## src/rtl/serial_tx_piso.sv

```systemverilog
// serial_tx_piso: parallel-in serial-out transmitter.
// Frame: start (0), WIDTH data bits (LSB_FIRST order), optional parity, stop (1).
// Define SERIAL_TX_PARITY_EN to add an even-parity bit after the data bits.
// The first IDLE cycle (tx_done) doubles as the last stop-bit cycle, so a new
// word can be accepted there without an extra idle bit on the line.
module serial_tx_piso #(
    parameter int unsigned WIDTH        = 32,
    parameter int unsigned CLKS_PER_BIT = 4,
    parameter int unsigned LSB_FIRST    = 1
) (
    input  logic             clk,
    input  logic             reset,
    input  logic [WIDTH-1:0] din,
    input  logic             din_valid,
    output logic             din_ready,
    output logic             dout,
    output logic             tx_busy,
    output logic             tx_done
);

    localparam int unsigned TW = (CLKS_PER_BIT > 1) ? $clog2(CLKS_PER_BIT) : 1;
    localparam int unsigned BW = (WIDTH > 1) ? $clog2(WIDTH) : 1;
    localparam logic [TW-1:0] T_LAST = TW'(CLKS_PER_BIT - 1);
    localparam logic [BW-1:0] B_LAST = BW'(WIDTH - 1);

`ifdef SERIAL_TX_PARITY_EN
    typedef enum logic [2:0] {
        S_IDLE   = 3'd0,
        S_START  = 3'd1,
        S_DATA   = 3'd2,
        S_PARITY = 3'd3,
        S_STOP   = 3'd4
    } state_e;
`else
    typedef enum logic [2:0] {
        S_IDLE  = 3'd0,
        S_START = 3'd1,
        S_DATA  = 3'd2,
        S_STOP  = 3'd4
    } state_e;
`endif

    state_e           state_q, state_d;
    logic [TW-1:0]    timer_q, timer_d;
    logic [BW-1:0]    bit_q, bit_d;
    logic [WIDTH-1:0] buf_q, buf_d;
    logic             dout_q, dout_d;
    logic             busy_q, busy_d;
    logic             done_q, done_d;
`ifdef SERIAL_TX_PARITY_EN
    logic             par_q, par_d;
`endif
    logic             bit_end_c;
    logic             to_stop_c;

    // Data bit n of the latched word in transmit order
    function automatic logic pick(input logic [WIDTH-1:0] w, input logic [BW-1:0] n);
        logic [BW-1:0]    idx;
        logic [WIDTH-1:0] s;
        idx = (LSB_FIRST != 0) ? n : B_LAST - n;
        s   = w >> idx;
        return s[0];
    endfunction

    assign bit_end_c = (timer_q == T_LAST);
    assign din_ready = (state_q == S_IDLE);
    assign dout      = dout_q;
    assign tx_busy   = busy_q;
    assign tx_done   = done_q;

    // Next-state, bit timing and registered-output decode
    always_comb begin
        state_d   = state_q;
        timer_d   = bit_end_c ? '0 : timer_q + TW'(1);
        bit_d     = bit_q;
        buf_d     = buf_q;
        dout_d    = dout_q;
        busy_d    = busy_q;
        done_d    = 1'b0;
        to_stop_c = 1'b0;
`ifdef SERIAL_TX_PARITY_EN
        par_d     = par_q;
`endif
        case (state_q)
            S_IDLE: begin
                timer_d = '0;
                if (din_valid) begin
                    state_d = S_START;
                    buf_d   = din;
                    bit_d   = '0;
                    dout_d  = 1'b0;
                    busy_d  = 1'b1;
`ifdef SERIAL_TX_PARITY_EN
                    par_d   = ^din;
`endif
                end
            end
            S_START: begin
                if (bit_end_c) begin
                    state_d = S_DATA;
                    dout_d  = pick(buf_q, BW'(0));
                end
            end
            S_DATA: begin
                if (bit_end_c) begin
                    if (bit_q == B_LAST) begin
`ifdef SERIAL_TX_PARITY_EN
                        state_d = S_PARITY;
                        dout_d  = par_q;
`else
                        to_stop_c = 1'b1;
`endif
                    end else begin
                        bit_d  = bit_q + BW'(1);
                        dout_d = pick(buf_q, bit_q + BW'(1));
                    end
                end
            end
`ifdef SERIAL_TX_PARITY_EN
            S_PARITY: begin
                if (bit_end_c) begin
                    to_stop_c = 1'b1;
                end
            end
`endif
            S_STOP: begin
                if (bit_end_c) begin
                    state_d = S_IDLE;
                    busy_d  = 1'b0;
                    done_d  = 1'b1;
                end
            end
            default: begin
                state_d = S_IDLE;
                dout_d  = 1'b1;
                busy_d  = 1'b0;
            end
        endcase
        // Stop bit: its final cycle is the tx_done IDLE cycle, so STOP starts mid-count
        if (to_stop_c) begin
            dout_d = 1'b1;
            if (CLKS_PER_BIT == 1) begin
                state_d = S_IDLE;
                busy_d  = 1'b0;
                done_d  = 1'b1;
            end else begin
                state_d = S_STOP;
                timer_d = TW'(1);
            end
        end
    end

    // State and output registers with synchronous active-low reset
    always_ff @(posedge clk) begin
        if (!reset) begin
            state_q <= S_IDLE;
            timer_q <= '0;
            bit_q   <= '0;
            buf_q   <= '0;
            dout_q  <= 1'b1;
            busy_q  <= 1'b0;
            done_q  <= 1'b0;
`ifdef SERIAL_TX_PARITY_EN
            par_q   <= 1'b0;
`endif
        end else begin
            state_q <= state_d;
            timer_q <= timer_d;
            bit_q   <= bit_d;
            buf_q   <= buf_d;
            dout_q  <= dout_d;
            busy_q  <= busy_d;
            done_q  <= done_d;
`ifdef SERIAL_TX_PARITY_EN
            par_q   <= par_d;
`endif
        end
    end

endmodule

```

## config.mk

```make
export PLATFORM = sky130hd
export DESIGN_NAME = serial_tx_piso
export DESIGN_NICKNAME = d
export VERILOG_FILES = /design/src/rtl/serial_tx_piso.sv
export SDC_FILE = /design/constraint.sdc
export NUM_CORES = 1
export LEC_CHECK = 0
export BUFFER_PORTS_ARGS = -buffer_cell sky130_fd_sc_hd__buf_2
export CORE_ASPECT_RATIO = 1.2
export CORE_MARGIN = 1
export CORE_UTILIZATION = 45
export CTS_CLUSTER_SIZE = 8
export DETAILED_ROUTE_END_ITERATION = 10
export PLACE_DENSITY = 0.64
export SETUP_SLACK_MARGIN = 0.3
export SYNTH_ARGS = -nofsm -noshare
export SYNTH_HDL_FRONTEND = slang
export SYNTH_SLANG_ARGS = --single-unit
```

## constraint.sdc

```tcl
create_clock -name clk -period 6.3 [get_ports clk]
set_input_delay 0.63 -clock clk [delete_from_list [all_inputs] [get_ports clk]]
set_output_delay 0.63 -clock clk [all_outputs]
set_load 0.05 [all_outputs]
```

Yosys cells after proc, flatten, opt, wreduce, memory -nomap -nowiden --
Index checks and enable logic that the tools add are counted.
Cells by class: add/subtract/negate cells 2, bitwise logic cells 4, equal/unequal tests 14, muxes and demuxes 24, reduce and logical (&&, ||, !) cells 12, shifts and indexed selects 1
Operator list (count):
- right shift 32 x 5 -> 1 bit | 1
- 2-to-1 mux 5 bit | 3
- 2-to-1 mux 1 bit | 13
- 2-to-1 mux 3 bit | 4
- != test 2 bit, second input constant | 6
- case mux 3 bit (4 select lines) | 1
- AND reduction 4 bit | 3
- case mux 5 bit (2 select lines) | 1
- != test 3 bit, second input constant | 2
- adder 5 x 1 -> 5 bit, second input constant | 1
- == test 5 bit, second input constant | 1
- AND reduction 5 bit | 1
- inverter 1 bit | 4
- case mux 1 bit (4 select lines) | 1
- AND reduction 2 bit | 2
- OR reduction 2 bit | 2
- OR reduction 4 bit | 1
- == test 3 x 1 -> 1 bit, second input constant | 1
- == test 3 x 2 -> 1 bit, second input constant | 1
- == test 3 bit, second input constant | 1
- logical NOT 3 bit | 1
- != test 3 x 2 -> 1 bit, second input constant | 1
- case mux 1 bit (3 select lines) | 1
- AND reduction 3 bit | 1
- other kinds (3) | 3
Word-level totals: output and inout port bits 4, logic and storage cells 66, input bits 35, register bits after elaboration 45

Longest topological paths before layout --
depth in word-level cells 6, depth in mapped cells 8, mapped depth without buffers 8

Least setup slack after synthesis --
No wires, ideal clock.
path kind register to register, from register state_q[0], to register buf_q[16], cell stages (with the launch flop) 7, path slack 3.766 ns, clock period less this slack 2.534 ns, data required time 6.230 ns, buffers on the path 2, setup time 0.070 ns, arrival time 2.464 ns, path through dfxtp_1 nor3_1 and2_1 clkbuf_1 clkbuf_1 nand2_1 a21boi_1
Between the ends: longest elaborated chain between the ends 2
RTL lines:
- from (decl) | line 43 | state_e state_q, state_d;
- from (signal assigned) | line 167 | state_q <= state_d;
- logical NOT 3 bit
- named net din_ready | line 15 | output logic din_ready,
- AND reduction 2 bit (no source line)
- to (signal assigned) | line 170 | buf_q <= buf_d;
- to (decl) | line 46 | logic [WIDTH-1:0] buf_q, buf_d;
The timed path passes the listed nets, and every way through them passes these cells. A chain may end at the register's enable or synchronous reset.

Worst setup path in the final report --
from register bit_q[0], to register dout_q (netlist: dout)
Between the ends: longest elaborated chain between the ends 5, elaborated cells between the ends (all ways) 12, those cells by class 1 x add/sub; 2 x eq/ne; 1 x shift; 6 x mux; 2 x reduce/logical
RTL lines:
- from (decl) | line 45 | logic [BW-1:0] bit_q, bit_d;
- from (signal assigned) | line 169 | bit_q <= bit_d;
- adder 5 x 1 -> 5 bit or == test 5 bit (tied branches) | line 115, 106
- right shift 32 x 5 -> 1 bit or 2-to-1 mux 1 bit (tied branches) | line 61, 106
- 2-to-1 mux 1 bit, on equally long branches | line 106, 105
- 2-to-1 mux 1 bit, on equally long branches | line 105, 84
- case mux 1 bit (4 select lines) or OR reduction 2 bit (tied branches)
- to (signal assigned) | line 171 | dout_q <= dout_d;
- to (decl) | line 47 | logic dout_q, dout_d;
Several ways; a longest one is shown, not always the timed one. The select of a mux whose other input is x is not followed.

==> results.md <==
* Source-to-sink clock delay at the later pin of the worst-skew pair at 290 ps
* Synth unique cells at 39
* Final worst path period share at 0.422
* Clock slew seen by the registers of the worst setup and hold paths at 80 ps
* Max_cap viols at 0
* Total Nets Final at 303
* Leakage power summed over all cells at 0.974 nW
* HPWL after DPL at 2.85 mm
* Number of buffers inserted to repair setup after CTS at 0
* TritonCTS clock tree: done
* Post-CTS sizing at 0
* Most used DFF post-synth: dfxtp_1
* Synth Cell Area at 2150 um2
* Flops & latches, synth at 45
* Number of cells traversed by the worst hold path at 2
* Run status: complete, no violations
* Crit-path max cell delay at 610 ps
* CP Class: reg2reg
* HP Start: buf_q[21]$_SDFFE_PN0P_
* Placeable core area at 4590 um2
* Time the final worst path needs with I/O delays and setup at 2660 ps
* Post-detailed-route wirelength per cell at 12.8 um
* Iter 0 DRT Violations at 54
* Hold Path Sink: buf_q[21]$_SDFFE_PN0P_
* Number of sinks on the clock net at 45
* Number of enable flip-flop cells after synthesis at 0
* Wire length of the first global-routing pass at 7.29 mm
* FFs w/ async S/R, synth at 0
* Gate Count Post-Synth at 235
* Total setup violations reported at the end of the flow at 0
* Peak supply drop at 0.000134 V
* CP Max Fanout at 12
* Final estimated routing congestion in global placement at 0.771
* DRC at 0
* Hold-fix buffers at CTS at 0
* RSZ-0062 raised after global routing: no
* Net Count, Synth at 273
* ANT nets after route at 0
* Power density relative to cell area at 224 nW/um2
* Crit path DAT at 2850 ps
* Length of the first detailed-routing pass in iterations at 4
* Post-layout total power at 545 uW
* Total of warnings raised by yosys at 0
* Slew at the pin with the worst max-slew slack at 1090 ps
* Worst reg2reg path startpoint: bit_q[0]$_SDFFE_PN0P_
* Utilization of the core after routing at 0.530
* Global routing usage summed across all routing layers at 0.187
* Total via count after detailed routing at 1706
* Clock tree skew after final layout at 4.72 ps
* Root buffer selected by CTS: clkbuf_8
* Congestion Overflow GR at 0
* Top delay family on crit path: compound AO/OA/AOI/OAI gates
* Vias in the first global route at 1604
* Fmax at 376 MHz
* Sort of element at the end of the critical path: flip-flop
* Cell-by-cell trace of the critical path: ha_1 -> mux4_2 -> nor2b_1 -> a2111oi_0 -> a311oi_1 -> a211o_1
* Placed Cells at 316
* Setup Total Neg Slack at 0 ps
* Synthesized area divided by synthesized cell count at 9.16 um2
* Proportion of synthesized chip area in sequential cells at 0.418
* Total CTS buffers at 5
* Number of cells on the worst reg-to-reg path at 6
* Port buffer count at 38
* Die Span X at 65.1 um
* Number of buffers on the longest clock path at 2
* Crit path required time at 6490 ps
* Via-to-Cell Ratio at 5.28
* Routed WL at 4.14 mm
* Number of antenna violations at the first check in global routing at 0
* Worst reg2reg setup slack at 3640 ps
* Worst hold path type: reg2reg
* Die Area at 5070 um2
* Count of final hold-check violations at 0
* Number of levels the H-tree was split into at 2
* Largest net degree at the start of global routing at 44
* Starting density of the core at 0.469
* Slowest cell on crit path: dfxtp_1
* Layout cells sized above 1 at 0.196
* Row cnt at 27
* Number of top-level design ports at 39
* Worst slew slack as a fraction of its limit at 0.271
* Crit start category: flip-flop
* Number of buffer and inverter stages on the critical path at 0
* Height of the chip at 77.8 um
* Count of non-filler cells in the finished layout at 323
* Syn-to-layout area delta at 13.1%
* Total count of max-transition violations in the final report at 0
* Antenna cell count at 0
* Reg-to-reg critical path endpoint: dout$_SDFFE_PP1P_
-- worst max-delay path by stage --
stage	slack, ps	end	cells after the start	startpoint
CTS	3620	dout$_SDFFE_PP1P_	6	bit_q[0]$_SDFFE_PN0P_
global route	3470	dout$_SDFFE_PP1P_	6	bit_q[0]$_SDFFE_PN0P_
detailed placement	3630	dout$_SDFFE_PP1P_	6	bit_q[0]$_SDFFE_PN0P_
floorplan	3770	buf_q[16]$_SDFFE_PN0P_	6	state_q[0]$_SDFFE_PP0P_
finish	3640	dout$_SDFFE_PP1P_	6	bit_q[0]$_SDFFE_PN0P_
global placement	3700	dout$_SDFFE_PP1P_	6	bit_q[0]$_SDFFE_PN0P_
-- worst register-to-register path, delay by kind of cell, from the launching register on --
| family | cells | cell delay (ps) |
|---|---|---|
| simple gates | 1 | 140 |
| flops | 1 | 610 |
| fa+ha+maj | 1 | 470 |
| compound gates | 3 | 800 |
| mux | 1 | 540 |
-- state kept, by name, summed over array words and instances, names as in the netlist --
register,count
dout,1
state_q,3
bit_q,5
buf_q,32
timer_q,2
tx_done,1
tx_busy,1
-- stage by stage --
step / hold WS, ps / worst slack [ps] / instance area (um2)
after global routing: 468 / 3470 / 2430
after global placement: 442 / 3700 / 2350
after detailed placement: 441 / 3630 / 2350
after CTS: 452 / 3620 / 2430
after floorplan: 430 / 3770 / 2150
final: 447 / 3640 / 2430
-- power breakdown --
part           internal (mW)  switching [mW]
logic                 0.0278          0.0331
clock network         0.0871          0.0905
registers              0.298         0.00816
-- layout by cell type, fill, tap and decap left out, types with 4 or more instances in the layout --
master	count
nor3_1	5
nor2_1	6
buf_2	38
mux4_1	6
a21oi_1	4
a21boi_0	12
nor2b_1	9
o21ai_0	4
a21boi_1	22
dfxtp_1	45
nand2_1	66
clkbuf_8	6
-- layout make-up --
cell class,instances,area (um2)
clock buffers,7,86.3
fillers,462,2160
inverters,2,7.51
multi-input cells,172,1170
flip-flops and latches,45,901
well taps,58,72.6
repair buffers,39,198
-- cell families (layout without fill, tap and decap cells) --
group                      after synthesis  after routing  share of synthesized area
and+or+nand+nor                        101            101                      0.213
AOI/OAI and AO/OA                       53             53                      0.178
DFF                                     45             45                      0.418
buffers and inverters                   18             48                     0.0384
muxes                                   12             12                      0.113
adders and majority gates                3              3                     0.0174
xor gates and xnor gates                 3              3                     0.0209
-- cell usage after synthesis (2+ instances only) --
cell,instances,area (um2)
a21boi_0,12,90.1
a21boi_1,22,165
a21oi_1,4,20.0
a22oi_1,3,22.5
a31oi_1,3,18.8
buf_2,3,15.0
clkbuf_1,11,41.3
dfxtp_1,45,901
ha_1,3,37.5
inv_1,2,7.51
mux2i_1,3,30.0
mux4_1,6,158
mux4_2,2,45.0
nand2_1,66,248
nand3b_1,2,15.0
nor2_1,6,22.5
nor2b_1,9,56.3
nor3_1,5,25.0
nor3b_1,3,22.5
nor4_1,2,12.5
o21ai_0,4,20.0
or2b_2,2,17.5
-- layer usage --
metal	vias to the layer above	track usage	routed length, um
li1	879	-	-
met1	790	0.234	1910
met2	32	0.309	2040
met3	5	0.0485	127
met4	0	0.0652	65
met5	-	0	0
No activity file was read; power rests on OpenSTA's default activity.
